<file path="src/rtl/conv_pkg.sv">
// Shared types and constants for the convolution window scheduler.
// Holds the FSM state encoding, default geometry and width helpers.
package conv_pkg;

    typedef enum logic [1:0] {
        StIdle    = 2'd0,
        StRun     = 2'd1,
        StWaitOut = 2'd2,
        StDone    = 2'd3
    } state_e;

    localparam int unsigned DEF_IMG_W = 8;
    localparam int unsigned DEF_IMG_H = 8;
    localparam int unsigned DEF_K     = 3;

    function automatic int unsigned clog2(input int unsigned v);
        int unsigned r;
        r = 0;
        while ((64'd1 << r) < 64'(v)) r++;
        return r;
    endfunction

    // Counters and ports with a single legal value still need one bit.
    function automatic int unsigned width_of(input int unsigned v);
        return (clog2(v) > 0) ? clog2(v) : 1;
    endfunction

endpackage

</file>
<file path="src/rtl/loop_counter.sv">
// Modulo-MAX counter with synchronous clear; wraps to zero on en while at MAX-1.
// Chained by the scheduler to walk the kernel taps and output positions.
module loop_counter #(
    parameter int unsigned W   = 4,
    parameter int unsigned MAX = 4
) (
    input  logic         clk,
    input  logic         rst,
    input  logic         clr,
    input  logic         en,
    output logic [W-1:0] value,
    output logic         last
);

    logic [W-1:0] r_value;

    always_ff @(posedge clk or negedge rst) begin
        if (!rst) begin
            r_value <= '0;
        end else if (clr) begin
            r_value <= '0;
        end else if (en) begin
            r_value <= last ? '0 : r_value + W'(1);
        end
    end

    assign value = r_value;
    assign last  = (r_value == W'(MAX - 1));

endmodule

</file>
<file path="src/rtl/conv_window_scheduler.sv">
// Walks every (orow, ocol, kr, kc) position of a stride-1, unpadded convolution,
// driving memory addresses, MAC strobes and a valid/ready hand-off of each output.
module conv_window_scheduler
    import conv_pkg::*;
#(
    parameter  int unsigned IMG_W   = DEF_IMG_W,
    parameter  int unsigned IMG_H   = DEF_IMG_H,
    parameter  int unsigned K       = DEF_K,
    parameter  int unsigned ADDR_W  = 6,
    localparam int unsigned OW      = IMG_W - K + 1,
    localparam int unsigned OH      = IMG_H - K + 1,
    localparam int unsigned KADDR_W = width_of(K * K),
    localparam int unsigned OADDR_W = width_of(OW * OH)
) (
    input  logic               clk,
    input  logic               rst,
    input  logic               start,
    input  logic               mem_ready,
    input  logic               out_ready,
    output logic [ADDR_W-1:0]  img_addr,
    output logic [KADDR_W-1:0] ker_addr,
    output logic               mac_en,
    output logic               acc_clr,
    output logic               out_valid,
    output logic [OADDR_W-1:0] out_addr,
    output logic               busy,
    output logic               done
);

    localparam int unsigned KC_W = width_of(K);
    localparam int unsigned OC_W = width_of(OW);
    localparam int unsigned OR_W = width_of(OH);

    state_e r_state;
    state_e w_state_next;

    logic [KC_W-1:0] w_kc;
    logic [KC_W-1:0] w_kr;
    logic [OC_W-1:0] w_ocol;
    logic [OR_W-1:0] w_orow;
    logic            w_kc_last;
    logic            w_kr_last;
    logic            w_ocol_last;
    logic            w_orow_last;

    logic w_clr;
    logic w_kr_en;
    logic w_ocol_en;
    logic w_orow_en;
    logic w_last_tap;
    logic w_last_out;

    // Each outer counter only moves when the one nested inside it wraps.
    assign w_clr      = (r_state == StIdle) & start;
    assign w_kr_en    = mac_en & w_kc_last;
    assign w_ocol_en  = (r_state == StWaitOut) & out_ready;
    assign w_orow_en  = w_ocol_en & w_ocol_last;
    assign w_last_tap = mac_en & w_kr_last & w_kc_last;
    assign w_last_out = w_ocol_last & w_orow_last;

    loop_counter #(.W(KC_W), .MAX(K)) u_kc (
        .clk   (clk),
        .rst   (rst),
        .clr   (w_clr),
        .en    (mac_en),
        .value (w_kc),
        .last  (w_kc_last)
    );

    loop_counter #(.W(KC_W), .MAX(K)) u_kr (
        .clk   (clk),
        .rst   (rst),
        .clr   (w_clr),
        .en    (w_kr_en),
        .value (w_kr),
        .last  (w_kr_last)
    );

    loop_counter #(.W(OC_W), .MAX(OW)) u_ocol (
        .clk   (clk),
        .rst   (rst),
        .clr   (w_clr),
        .en    (w_ocol_en),
        .value (w_ocol),
        .last  (w_ocol_last)
    );

    loop_counter #(.W(OR_W), .MAX(OH)) u_orow (
        .clk   (clk),
        .rst   (rst),
        .clr   (w_clr),
        .en    (w_orow_en),
        .value (w_orow),
        .last  (w_orow_last)
    );

    always_ff @(posedge clk or negedge rst) begin
        if (!rst) begin
            r_state <= StIdle;
        end else begin
            r_state <= w_state_next;
        end
    end

    always_comb begin
        w_state_next = r_state;
        unique case (r_state)
            StIdle:    if (start) w_state_next = StRun;
            StRun:     if (w_last_tap) w_state_next = StWaitOut;
            StWaitOut: if (out_ready) w_state_next = w_last_out ? StDone : StRun;
            StDone:    w_state_next = StIdle;
            default:   w_state_next = StIdle;
        endcase
    end

    always_comb begin
        mac_en    = (r_state == StRun) & mem_ready;
        acc_clr   = mac_en & (w_kr == '0) & (w_kc == '0);
        out_valid = (r_state == StWaitOut);
        done      = (r_state == StDone);
        busy      = (r_state != StIdle);
    end

    // 32-bit intermediates keep the products exact before truncation to port width.
    assign img_addr = ADDR_W'((32'(w_orow) + 32'(w_kr)) * IMG_W + 32'(w_ocol) + 32'(w_kc));
    assign ker_addr = KADDR_W'(32'(w_kr) * K + 32'(w_kc));
    assign out_addr = OADDR_W'(32'(w_orow) * OW + 32'(w_ocol));

endmodule

</file>
<file path="config.mk">
export PLATFORM = sky130hd
export DESIGN_NAME = conv_window_scheduler
export DESIGN_NICKNAME = d
export VERILOG_FILES = /design/src/rtl/conv_pkg.sv /design/src/rtl/loop_counter.sv /design/src/rtl/conv_window_scheduler.sv
export SDC_FILE = /design/constraint.sdc
export NUM_CORES = 1
export LEC_CHECK = 0
export BUFFER_PORTS_ARGS = -buffer_cell sky130_fd_sc_hd__clkbuf_2
export CAP_MARGIN = 20
export CORE_UTILIZATION = 48
export DETAILED_ROUTE_END_ITERATION = 10
export PLACE_DENSITY = 0.85
export SYNTH_ARGS = -nofsm -noshare
export SYNTH_HDL_FRONTEND = slang
export SYNTH_SLANG_ARGS = --single-unit
export TNS_END_PERCENT = 5
</file>
<file path="constraint.sdc">
create_clock -name clk -period 2.07 [get_ports clk]
set_clock_uncertainty 0.15 [all_clocks]
set_input_delay 0.1035 -clock clk [delete_from_list [all_inputs] [get_ports clk]]
set_output_delay 0.1035 -clock clk [all_outputs]
set_load 0.005 [all_outputs]
</file>
==> metrics.yaml <==
placed_design:
  dpl-instance-area_mm2: 0.00133
  portBuffers: 25
  dp.final_hpwl_um: 1910
  gp_congestion: 0.799
  dp.cells: 170
  dp_slack_ns: 0.00924
yosys:
  ys_warn_count: 0
  yosys-top-cells-area: "dfrtp_1, ha_1, fa_1"
  ys_async_sr_fraction_pct: 100
  syn_nets: 140
  synthCells: 115
  synth_edf_count: 0
  synthesis.area_mm2: 0.00115
  yosysUniqueCellTypes: 41
  synth_area_leader_cell: "dfrtp_1"
  ys.flop_type: "dfrtp_1"
  synth-seq-cells: 12
  ys_seq_area_share_pct: 26.1
  synth.top_cell.area_share_pct: 26.1
  avgSynthCellArea_um2: 10.0
global_route:
  grt_pass1_wl_um: 4050
  track_usage_pct: 21.5
  antenna_found_initial: 0
  busiest_layer: "met2"
  met3_usage_pct: 2.98
  grt.met1_usage_pct: 21.8
  use_met2_pct: 38.6
  overflow: 0
  grt_max_degree: 15
  grt_pass1_vias: 1023
cts:
  clockBufferDepth: 2
  clk_latency_ns: 0.28
  cts_sinks: 12
  cts_tree: "done"
  htree_levels: 1
  cts_buffers: 3
  cts_root_buffer: "clkbuf_4"
  clk_pin_slew_worst_paths_ns: 0.07
floorplanning:
  die_y_um: 51.0
  rows: 17
  die-area_mm2: 0.00260
  initial_core_util_pct: 51.6
  coreArea_mm2: 0.00223
  die_w_um: 51.0
  ioPinCount: 26
timing:
  final_max_slew_viol_count: 0
  timing_hold_violations_final: 0
  setup-violations-final: 4
  rsz0062_at_grt: "true"
  worst_slack_ns: -0.240
  tightest_slew_ns: 0.377
  fmax_mhz: 433
  fin_crit_sh_pct: 112
  maxSlewHeadroom_pct: 74.9
  fin_hold_ws_ns: 0.0349
  period_needed_ns: 2.31
detailed_routing:
  wl_per_cell_um: 14.2
  drt_iter0_drc: 19
  wl_um: 2540
  drt_pre_antenna_iters: 4
  viasPerCell: 5.49
  via_count: 982
  ant_nets: 0
  drc_errors: 0
run:
  cap_violations: 0
critical_path:
  worst-setup-path-type: "flip-flop to output port"
  endpoint_kind: "output port"
  cp_data_required_time_ns: 1.82
  start_kind: "flip-flop"
  arrival_ns: 2.06
  critPathMaxFanout: 3
pwr:
  p_leak_nw: 0.751
  powerDensity_mw_per_mm2: 956
  peakVddDrop_uv: 658
  totalPowerFinal_w: 0.00138
run_status:
  status: "finished with violations"
  violations: "setup timing"
final_layout:
  final_common_cell: "clkbuf_2"
  drive_above_1_share_pct: 43.7
  design_area_mm2: 0.00144
  diodes: 0
  finalNetCount: 178
  fin_cells: 179
  final_cell_mix: "clkbuf_2, ha_1, buf_4, dfrtp_1, inv_1"
  syn2layout_area_growth_pct: 24.9
hold_path:
  min_path_type: "input port to flip-flop"
through the flow:
stage	setup TNS [ns]	util, %
detailed placement	0	59.6
floorplan	0	-
finish	-0.666	64.4
global placement	0	59.6
CTS	-0.781	62.6
global route	-1.24	64.4
layer usage:
layer  part of all wire [%]  wire length (µm)
met1                     41              1030
met2                     52              1310
met3                    4.1               103
met4                    3.7                94
met5                      0                 0
kinds of logic after synthesis:
logic type / synth area share (%)
AOI/OAI and AO/OA: 11.7
xor gates and xnor gates: 6.84
adders and majority gates: 25.6
buffers and inverters: 6.95
DFF: 26.1
muxes: 3.04
and+or+nand+nor: 19.8
synth_stat cells (2+ instances only):
| library cell | n |
|---|---|
| ha_1 | 14 |
| inv_1 | 14 |
| dfrtp_1 | 12 |
| a21oi_1 | 7 |
| fa_1 | 6 |
| nand2_1 | 6 |
| xnor2_1 | 6 |
| nand3_1 | 3 |
| nor2_1 | 3 |
| o21ai_0 | 3 |
| xor2_1 | 3 |
| a21o_1 | 2 |
| a21oi_2 | 2 |
| and2b_1 | 2 |
| and4b_1 | 2 |
| mux2i_1 | 2 |
| nand3b_1 | 2 |
| nand4b_1 | 2 |
| nor2b_1 | 2 |
where the power goes:
part | switching [W] | internal (W) | total [W]
Sequential | 0.000152 | 0.000304 | 0.000456
Clock | 0.0000799 | 0.0000676 | 0.000148
Combinational | 0.000376 | 0.000396 | 0.000772
Total | 0.000608 | 0.000768 | 0.00138
repair_timing:
item | 4_1_cts | 5_1_grt
buffers inserted | 1 | 4
endpoints found under the setup margin | 6 | 7
gates resized for setup | 12 | 7
hold endpoints to repair | 12 | 0
cloned | 0 | 0
pin swaps | 4 | 4
hold buffers | 1 | 0
sequential cells by signal, summed over array words and instances (netlist names):
signal        cells
u_kr.value        2
u_kc.value        2
u_orow.value      3
r_state           2
u_ocol.value      3
critical path, cell delays in order (launching register included):
cell      delay (ns)
dfrtp_1         0.37
inv_2           0.07
fa_1            0.53
inv_1           0.04
ha_2            0.16
inv_2           0.05
fa_1            0.39
inv_1           0.06
clkbuf_2        0.10
final cells by class:
cell class                      count  area (µm²)
Fill cell                         178         795
Inverter                           14        52.6
Clock buffer                        3        22.5
Timing Repair Buffer               37         221
Multi-Input combinational cell     85         803
Tap cell                           28        35.0
Sequential cell                    12         304
worst paths after layout:
check                             endpoint  slack [ns]             from  cells after the start
max                            ker_addr[2]       -0.24    u_kr.value[0]                      8
min                             r_state[1]        0.03        out_ready                      4
max reg2reg                u_ocol.value[1]        0.39       r_state[1]                      3
min reg2reg                u_ocol.value[0]        0.49  u_ocol.value[0]                      2
max in group asynchronous  u_ocol.value[0]        1.42              rst                      2
min in group asynchronous       r_state[1]        0.10              rst                      2
No activity file was read; power rests on OpenSTA's default activity.
